<file path="src/rtl/presc_programmable.sv">
// presc_programmable: run-time programmable clock prescaler.
// Divides i_clock by a loadable period P and produces a square wave
// with a loadable high-time H plus a one-cycle tick on the last cycle
// of every period. It runs either continuously or as a one-shot.
// New P/H values are held in shadow registers and take effect only at
// a period boundary, or at once while idle, so the outputs never glitch.
module presc_programmable #(
    parameter int unsigned WIDTH          = 20,
    parameter int unsigned DEFAULT_PERIOD = 833334,
    parameter int unsigned DEFAULT_HIGH   = 416667
) (
    input  logic             i_clock,
    input  logic             i_reset_n,
    input  logic             i_enable,
    input  logic             i_oneshot,
    input  logic             i_start,
    input  logic             i_load,
    input  logic [WIDTH-1:0] i_period,
    input  logic [WIDTH-1:0] i_high,
    output logic             o_presc,
    output logic             o_tick,
    output logic             o_busy,
    output logic             o_pending
);

    typedef enum logic [1:0] {
        IDLE    = 2'd0,
        RUN     = 2'd1,
        ONESHOT = 2'd2
    } state_t;

    // A period below 2 cannot produce both a low and a high phase, so it
    // is raised to 2.
    function automatic logic [WIDTH-1:0] clamp_period(input logic [WIDTH-1:0] p);
        return (p < WIDTH'(2)) ? WIDTH'(2) : p;
    endfunction

    // The high-time cannot exceed the (already clamped) period. This keeps
    // P-H from underflowing.
    function automatic logic [WIDTH-1:0] clamp_high(input logic [WIDTH-1:0] h,
                                                    input logic [WIDTH-1:0] p);
        return (h > p) ? p : h;
    endfunction

    localparam logic [WIDTH-1:0] DEF_P = clamp_period(WIDTH'(DEFAULT_PERIOD));
    localparam logic [WIDTH-1:0] DEF_H = clamp_high(WIDTH'(DEFAULT_HIGH), DEF_P);

    // Reset release synchroniser. While armed is low the block stays idle
    // and ignores every input.
    logic [1:0]       sync_ff;
    logic             armed;

    state_t           state;
    state_t           state_nxt;
    logic [WIDTH-1:0] count;
    logic [WIDTH-1:0] count_nxt;

    // Active values set the current period. Shadow values are waiting to be applied.
    logic [WIDTH-1:0] act_p;
    logic [WIDTH-1:0] act_h;
    logic [WIDTH-1:0] act_p_nxt;
    logic [WIDTH-1:0] act_h_nxt;
    logic [WIDTH-1:0] sh_p;
    logic [WIDTH-1:0] sh_h;
    logic [WIDTH-1:0] sh_p_nxt;
    logic [WIDTH-1:0] sh_h_nxt;
    logic             pending_nxt;

    logic [WIDTH-1:0] cap_p;
    logic [WIDTH-1:0] cap_h;
    logic             load_ok;
    logic             wrap;
    logic             apply;
    logic             run_nxt;
    logic             presc_nxt;
    logic             tick_nxt;

    assign armed   = sync_ff[1];
    assign cap_p   = clamp_period(i_period);
    assign cap_h   = clamp_high(i_high, cap_p);
    assign load_ok = armed && i_load;
    assign wrap    = (state != IDLE) && (count == act_p - WIDTH'(1));

    // Two-flop synchroniser: assert is immediate, release takes two clock edges.
    always_ff @(posedge i_clock or negedge i_reset_n) begin
        if (!i_reset_n) begin
            sync_ff <= 2'b00;
        end else begin
            sync_ff <= {sync_ff[0], 1'b1};
        end
    end

    // Next-state logic. The run mode (i_oneshot) is sampled only while in IDLE.
    always_comb begin
        state_nxt = state;
        case (state)
            IDLE: begin
                if (armed && i_enable) begin
                    if (!i_oneshot) begin
                        state_nxt = RUN;
                    end else if (i_start) begin
                        state_nxt = ONESHOT;
                    end
                end
            end
            RUN: begin
                if (!i_enable) begin
                    state_nxt = IDLE;
                end
            end
            ONESHOT: begin
                if (!i_enable || wrap) begin
                    state_nxt = IDLE;
                end
            end
            default: begin
                state_nxt = IDLE;
            end
        endcase
    end

    // Shadow capture and shadow-to-active transfer. A load on the wrap edge
    // is applied on that same edge.
    always_comb begin
        sh_p_nxt    = sh_p;
        sh_h_nxt    = sh_h;
        act_p_nxt   = act_p;
        act_h_nxt   = act_h;
        pending_nxt = o_pending;
        apply       = armed && ((state == IDLE) || wrap);
        if (load_ok) begin
            sh_p_nxt = cap_p;
            sh_h_nxt = cap_h;
        end
        if (apply) begin
            act_p_nxt   = sh_p_nxt;
            act_h_nxt   = sh_h_nxt;
            pending_nxt = 1'b0;
        end else if (load_ok) begin
            pending_nxt = 1'b1;
        end
    end

    // Counter and registered-output decode. The decode uses the post-edge
    // count and active values, so each output matches the count it is shown with.
    always_comb begin
        count_nxt = '0;
        if ((state != IDLE) && (state_nxt != IDLE) && !wrap) begin
            count_nxt = count + WIDTH'(1);
        end
        run_nxt   = (state_nxt != IDLE);
        presc_nxt = run_nxt && (count_nxt >= act_p_nxt - act_h_nxt);
        tick_nxt  = run_nxt && (count_nxt == act_p_nxt - WIDTH'(1));
    end

    // State register.
    always_ff @(posedge i_clock or negedge i_reset_n) begin
        if (!i_reset_n) begin
            state <= IDLE;
        end else begin
            state <= state_nxt;
        end
    end

    // Counter, shadow and active registers. Reset restores the default period and high-time.
    always_ff @(posedge i_clock or negedge i_reset_n) begin
        if (!i_reset_n) begin
            count     <= '0;
            act_p     <= DEF_P;
            act_h     <= DEF_H;
            sh_p      <= DEF_P;
            sh_h      <= DEF_H;
            o_pending <= 1'b0;
        end else begin
            count     <= count_nxt;
            act_p     <= act_p_nxt;
            act_h     <= act_h_nxt;
            sh_p      <= sh_p_nxt;
            sh_h      <= sh_h_nxt;
            o_pending <= pending_nxt;
        end
    end

    // Registered outputs, so the outputs never glitch.
    always_ff @(posedge i_clock or negedge i_reset_n) begin
        if (!i_reset_n) begin
            o_presc <= 1'b0;
            o_tick  <= 1'b0;
            o_busy  <= 1'b0;
        end else begin
            o_presc <= presc_nxt;
            o_tick  <= tick_nxt;
            o_busy  <= run_nxt;
        end
    end

endmodule

</file>
<file path="config.mk">
export PLATFORM = sky130hd
export DESIGN_NAME = presc_programmable
export DESIGN_NICKNAME = d
export VERILOG_FILES = /design/src/rtl/presc_programmable.sv
export SDC_FILE = /design/constraint.sdc
export NUM_CORES = 1
export LEC_CHECK = 0
export ABC_CLOCK_PERIOD_IN_PS = 9100
export BUFFER_PORTS_ARGS = -buffer_cell sky130_fd_sc_hd__clkbuf_2
export CAP_MARGIN = 20
export CORE_UTILIZATION = 30
export CTS_CLUSTER_DIAMETER = 40
export DETAILED_ROUTE_END_ITERATION = 16
export GPL_ROUTABILITY_DRIVEN = 0
export PLACE_DENSITY = 0.51
export SETUP_SLACK_MARGIN = 0.02
export SYNTH_ARGS = -nofsm -noshare
export SYNTH_HDL_FRONTEND = slang
export SYNTH_SLANG_ARGS = --single-unit
</file>
<file path="constraint.sdc">
create_clock -name i_clock -period 9.1 [get_ports i_clock]
set_clock_uncertainty 0.05 [all_clocks]
set_input_delay 1.82 -clock i_clock [delete_from_list [all_inputs] [get_ports i_clock]]
set_output_delay 1.82 -clock i_clock [all_outputs]
set_load 0.03 [all_outputs]
</file>
==> run summary, run 1 <==
MaxCap Viol Count -> 0
H-tree depth -> 3
Pins Over Slew Limit -> 0
Remaining Overflow, GRT -> 0
Sequential fraction of the synthesis area -> 0.345
Setup TNS -> 0 ps
Port Buffers -> 49
Area growth syn-to-layout -> 10.9%
Arr. time, crit path -> 8530 ps
Top cells by instance count after synthesis -> nand2_1, inv_1, ha_1
Insertion delay to the later sink of the worst-skew pair -> 370 ps
Critical Path RT -> 9300 ps
Post-synth ARST share -> 1.00
Number of synthesized register bits -> 108
Most common cell in the netlist -> nand2_1
Hpwl dp -> 17300 um
Synth cell types -> 73
Core footprint -> 26100 um2
Crit Path Class -> in -> reg
Clk pin slew, worst setup/hold paths -> 80 ps
Synth Flop Type -> dfrtp_1
Overall global routing resource usage -> 0.170
Largest stage delay on the critical path -> 480 ps
Status -> complete, but fails checks
Crit-path max FO -> 5
CTS Buffer Depth -> 2
Max layer used -> met4
DRC -> 2
Antenna viol nets, final -> 0
Setup violators final -> 0
Vias in the first global route -> 6193
Routed WL -> 22000 um
Layout cell share with drive strength beyond 1 -> 0.162
Syn_area_per_cell -> 9.13 um2
Cell type with the largest total area after synthesis -> dfrtp_1
Fillers -> 2788
First-pass GRT wire length -> 34800 um
Worst min path class -> reg -> reg
Leakage -> 4.11 nW
Cell Count, Final, Fillers Out -> 1249
Minimum clock period -> 8320 ps
DR vias -> 6260
Postcts setup bufs -> 0
YS warnings -> 0
Synth top area share -> 0.188
Cts repair resizes -> 0
Vias per inst -> 5.01
CTS tree -> done
Instance count of the mapped netlist -> 876
Die Wd -> 165 um
Final hold violation count -> 0
Worst setup EP type -> flop
Failing checks -> DRC
Setup crit start kind -> input port
Peak VDD IR -> 0.0908 mV
Relative slew slack -> 0.422
Initial antenna violation count -> 0
WL met3 -> 540 um
Num Clock Sinks -> 108
Unrepaired setup endpoints after global routing -> false
CTS Hold Bufs -> 0
Synthesized area -> 8000 um2
Pwr dens -> 204 nW/um2
Mapped Nets -> 985
Area contributors post-synth -> dfrtp_1, dfstp_2, ha_1
Antenna cells -> 0
Largest net degree at the start of global routing -> 57
Met2 Wirelength -> 10700 um
DIE AREA -> 27300 um2
Clk root buf -> clkbuf_16
Fin nets -> 1018
Area of the multi-input gates -> 4820 um2
M1 WL -> 10400 um
DR pass1 iterations -> 10
Slowest library cell on the worst path -> nor4_1
Wire per inst -> 17.6 um
Placed cells -> 1233
Fin crit share -> 0.915
Post-synth EDFFs -> 0
Starting DRT DRC Count -> 331
Initial core utilization -> 0.306
Die Height -> 165 um
CTS Buf Count -> 9
Max Fclk -> 120 MHz
Register area -> 2760 um2
Most numerous cell on the critical path -> a21oi_1
Slew @ Worst Pin -> 863 ps
Row cnt -> 59
IO Pins -> 50
==> report_power, final <==
group	leakage [nW]	internal [mW]	switching, mW	total (mW)
clock network	0.144	0.217	0.199	0.416
registers	1.28	0.580	0.0637	0.643
logic	2.68	0.321	0.425	0.746
total	4.11	1.12	0.687	1.81
==> cell usage in the layout, fill, tap and decap left out, drive strengths merged, types with 4 or more instances in the layout <==
master  instances
a211o           4
mux2           11
or2             6
nor2b           5
or3            16
and3           11
nor3           18
nand2          78
nand2b         11
o211ai          8
dfstp          48
a21oi          40
inv            71
ha             62
a211oi         16
buf            10
and2            4
nor4           13
mux2i          54
a31oi           7
nor2           48
clkbuf         58
o21ai          50
xnor2          45
nand3          24
dfrtp          60
xor2           34
nand4          16
or4            11
a21o           22
==> flip-flops by register name, summed over array words and instances, names as in the netlist <==
register	flops
state	2
o_tick	1
sync_ff	2
act_h	20
sh_p	20
o_presc	1
o_pending	1
o_busy	1
count	20
act_p	20
sh_h	20
==> cell type report <==
class / count / area share
repair buffers: 58 / 0.0356
well taps: 335 / 0.0473
multi-input cells: 665 / 0.544
inverters: 67 / 0.0284
flip-flops and latches: 108 / 0.312
clock inverters: 6 / 0.00790
clock buffers: 10 / 0.0258
==> routing by layer <==
layer  global-route usage  vias up
li1                     -     3189
met1                0.233     2987
met2                0.283       67
met3               0.0160       17
met4               0.0508        0
met5                    0        -
==> kinds of logic (layout without fill, tap and decap cells) <==
group           after synthesis  count (layout)  share of synthesized area
fa+ha+maj                    63              63                     0.0995
flops                       108             108                      0.345
xor+xnor                     80              80                     0.0893
compound gates              184             184                      0.152
mux                          65              65                     0.0835
buf+inv                     103             141                     0.0524
other cells                   1               1                   0.000469
simple gates                272             272                      0.178
==> worst max-delay path, delay by kind of cell <==
| family | cells | cell delay (ps) |
|---|---|---|
| AND/OR/NAND/NOR | 5 | 1120 |
| adder cells (fa/ha/maj) | 4 | 1070 |
| AO/OA/AOI/OAI | 19 | 3790 |
| multiplexers | 2 | 370 |
| XOR/XNOR | 1 | 150 |
| buffers and inverters | 2 | 190 |
==> final timing paths <==
check	start	to	slack (ps)	cells past startpoint
setup / recovery	i_period[16]	o_presc	780	33
hold / removal	sync_ff[0]	sync_ff[1]	300	0
setup reg to reg	act_p[3]	o_presc	1550	25
hold reg to reg	sync_ff[0]	sync_ff[1]	300	0
max in group asynchronous	i_reset_n	sh_p[6]	6290	2
min in group asynchronous	i_reset_n	count[15]	1460	1
==> per-stage QoR <==
stage	power [mW]	hold slack, ps	util	setup WS, ps	instance area, um2
after floorplan	1.21	281	-	1370	8000
after global placement	1.39	283	0.328	697	8570
after detailed placement	1.40	285	0.328	549	8570
after CTS	1.82	302	0.339	884	8870
after global routing	1.95	307	0.339	345	8870
final	1.81	301	0.339	777	8870
Note: power is estimated with default switching activity, not from simulation.
==> run 2: changes to the inputs <==
CORE_UTILIZATION = 62   (was 30)
GPL_ROUTABILITY_DRIVEN = unset   (was 0)
PLACE_DENSITY = 0.87   (was 0.51)
==> run 2 against run 1 <==
Net effect: the flow now finishes without violations; via count grew 8.1%; clock power fell by 7.7%; global-route usage is 14 points higher; non-clock buffer count is 2 lower; first-iteration DRC count rose by 98%; die area decreased by 51%; utilization up 34 points; critical path type unchanged; critical endpoint unchanged; largest cell class unchanged.
==> run summary, run 2 (same netlist as run 1, synthesis figures left out) <==
Fin crit share -> 0.912
Pre-CTS setup slack -> 586 ps
Routed WL -> 20100 um
Vias per inst -> 6.24
Unrepaired setup endpoints after global routing -> false
Placed inst area -> 8350 um2
Critical Path RT -> 9300 ps
Post-route cell area -> 8630 um2
Crit path max-delay family -> compound AO/OA/AOI/OAI gates
Starting DRT DRC Count -> 654
Area growth syn-to-layout -> 7.95%
DRC -> 0
Commonest non-fill, non-tap cells in the layout -> nand2_1, inv_1, ha_1
Fin nets -> 1016
Area of the multi-input gates -> 4820 um2
Status -> completed
Clk root buf -> clkbuf_16
Largest net degree at the start of global routing -> 72
Die Height -> 116 um
IO Pins -> 50
Pwr dens -> 207 nW/um2
Num Clock Sinks -> 108
Minimum clock period -> 8300 ps
GPL Wtd Cong -> 0.926
Antenna cells -> 0
CTS Hold Bufs -> 0
Register area -> 2760 um2
Pins Over Slew Limit -> 0
Setup violators final -> 0
Core footprint -> 12600 um2
Vias in the first global route -> 6476
First-pass GRT wire length -> 31700 um
Setup crit start kind -> input port
DR pass1 iterations -> 7
Fin Hold WS -> 302 ps
Clk pin slew, worst setup/hold paths -> 70 ps
Relative slew slack -> 0.411
Antenna viol nets, final -> 0
Slowest library cell on the worst path -> nor4_1
H-tree depth -> 3
DIE AREA -> 13400 um2
Insertion delay to the later sink of the worst-skew pair -> 370 ps
Finished Core Util -> 0.684
Largest stage delay on the critical path -> 430 ps
Postcts setup bufs -> 0
Worst setup EP type -> flop
Overall global routing resource usage -> 0.314
Cell Count, Final, Fillers Out -> 1084
CTS tree -> done
Crit-path max FO -> 8
Placed cells -> 1068
Layout cell share with drive strength beyond 1 -> 0.160
DR vias -> 6769
Total power -> 1.79 mW
Setup WS post-layout -> 800 ps
Fillers -> 1022
Worst min path class -> reg -> reg
Port Buffers -> 49
Leakage -> 4.09 nW
Remaining Overflow, GRT -> 0
Cts repair resizes -> 0
Peak VDD IR -> 0.124 mV
Slew @ Worst Pin -> 883 ps
CTS Buffer Depth -> 2
Arr. time, crit path -> 8500 ps
Final hold violation count -> 0
MaxCap Viol Count -> 0
Die Wd -> 116 um
Initial core utilization -> 0.634
Most common cell after layout, fill and taps aside -> nand2_1
Buf/Inv on CP -> 1
Setup TNS -> 0 ps
Max Fclk -> 120 MHz
Initial antenna violation count -> 0
CTS Buf Count -> 9
Crit Path Class -> in -> reg
Wire per inst -> 18.6 um
Row cnt -> 41
Hpwl dp -> 15400 um
[run 2: changes by cell type in the layout (fill, tap and decap cells not counted), sizes merged]
| cell | before | now |
|---|---|---|
| buf | 10 | 8 |
| bufinv | 1 | 0 |
| clkbuf | 58 | 59 |
| clkinv | 0 | 1 |
| inv | 71 | 70 |
[run 2: metal layers]
layer  vias to the layer above  share of wire  track usage
met5                         -              0            0
met3                        60          0.055       0.0696
met1                      3285           0.41        0.382
met2                       232           0.49        0.525
met4                         0          0.040        0.155
li1                       3192              -            -
[run 2: path summary, 6_finish.rpt]
check	from	endpoint	slack, ps	cells past startpoint
max	i_period[16]	o_presc	800	32
min in group asynchronous	i_reset_n	state[0]	1380	1
max reg2reg	act_p[3]	o_presc	1240	26
min reg2reg	sync_ff[0]	sync_ff[1]	300	0
max in group asynchronous	i_reset_n	sh_h[16]	6350	2
min	sync_ff[0]	sync_ff[1]	300	0
[run 2: power by group]
| group | total (mW) | switching, mW | internal (mW) |
|---|---|---|---|
| logic | 0.760 | 0.437 | 0.323 |
| registers | 0.643 | 0.0631 | 0.580 |
| clock network | 0.384 | 0.188 | 0.197 |
[run 2: area by class of cell]
cell class,instances,share of cell area
multi-input cells,665,0.558
flip-flops and latches,108,0.320
repair buffers,56,0.0348
inverters,67,0.0291
clock buffers,11,0.0281
well taps,172,0.0249
clock inverters,5,0.00493
[run 2: worst reg2reg max path, stage by stage, from the launching register on]
cell and delay [ps]:
dfrtp_1 500, or4_1 600, or4_1 530, xnor2_1 150
or4_4 430, or4_4 540, o21ai_4 610, mux2i_1 550
ha_1 250, inv_1 50, fa_1 400, a21o_1 170
a21oi_1 210, o21bai_1 110, a21oi_1 260, o21bai_1 120
a21oi_1 280, nor2_1 90, a211oi_1 330, a21oi_1 150
a41oi_1 310, a21oi_1 120, xnor2_1 140, ha_1 190
a2111oi_0 350, o21a_1 180, a21oi_1 60
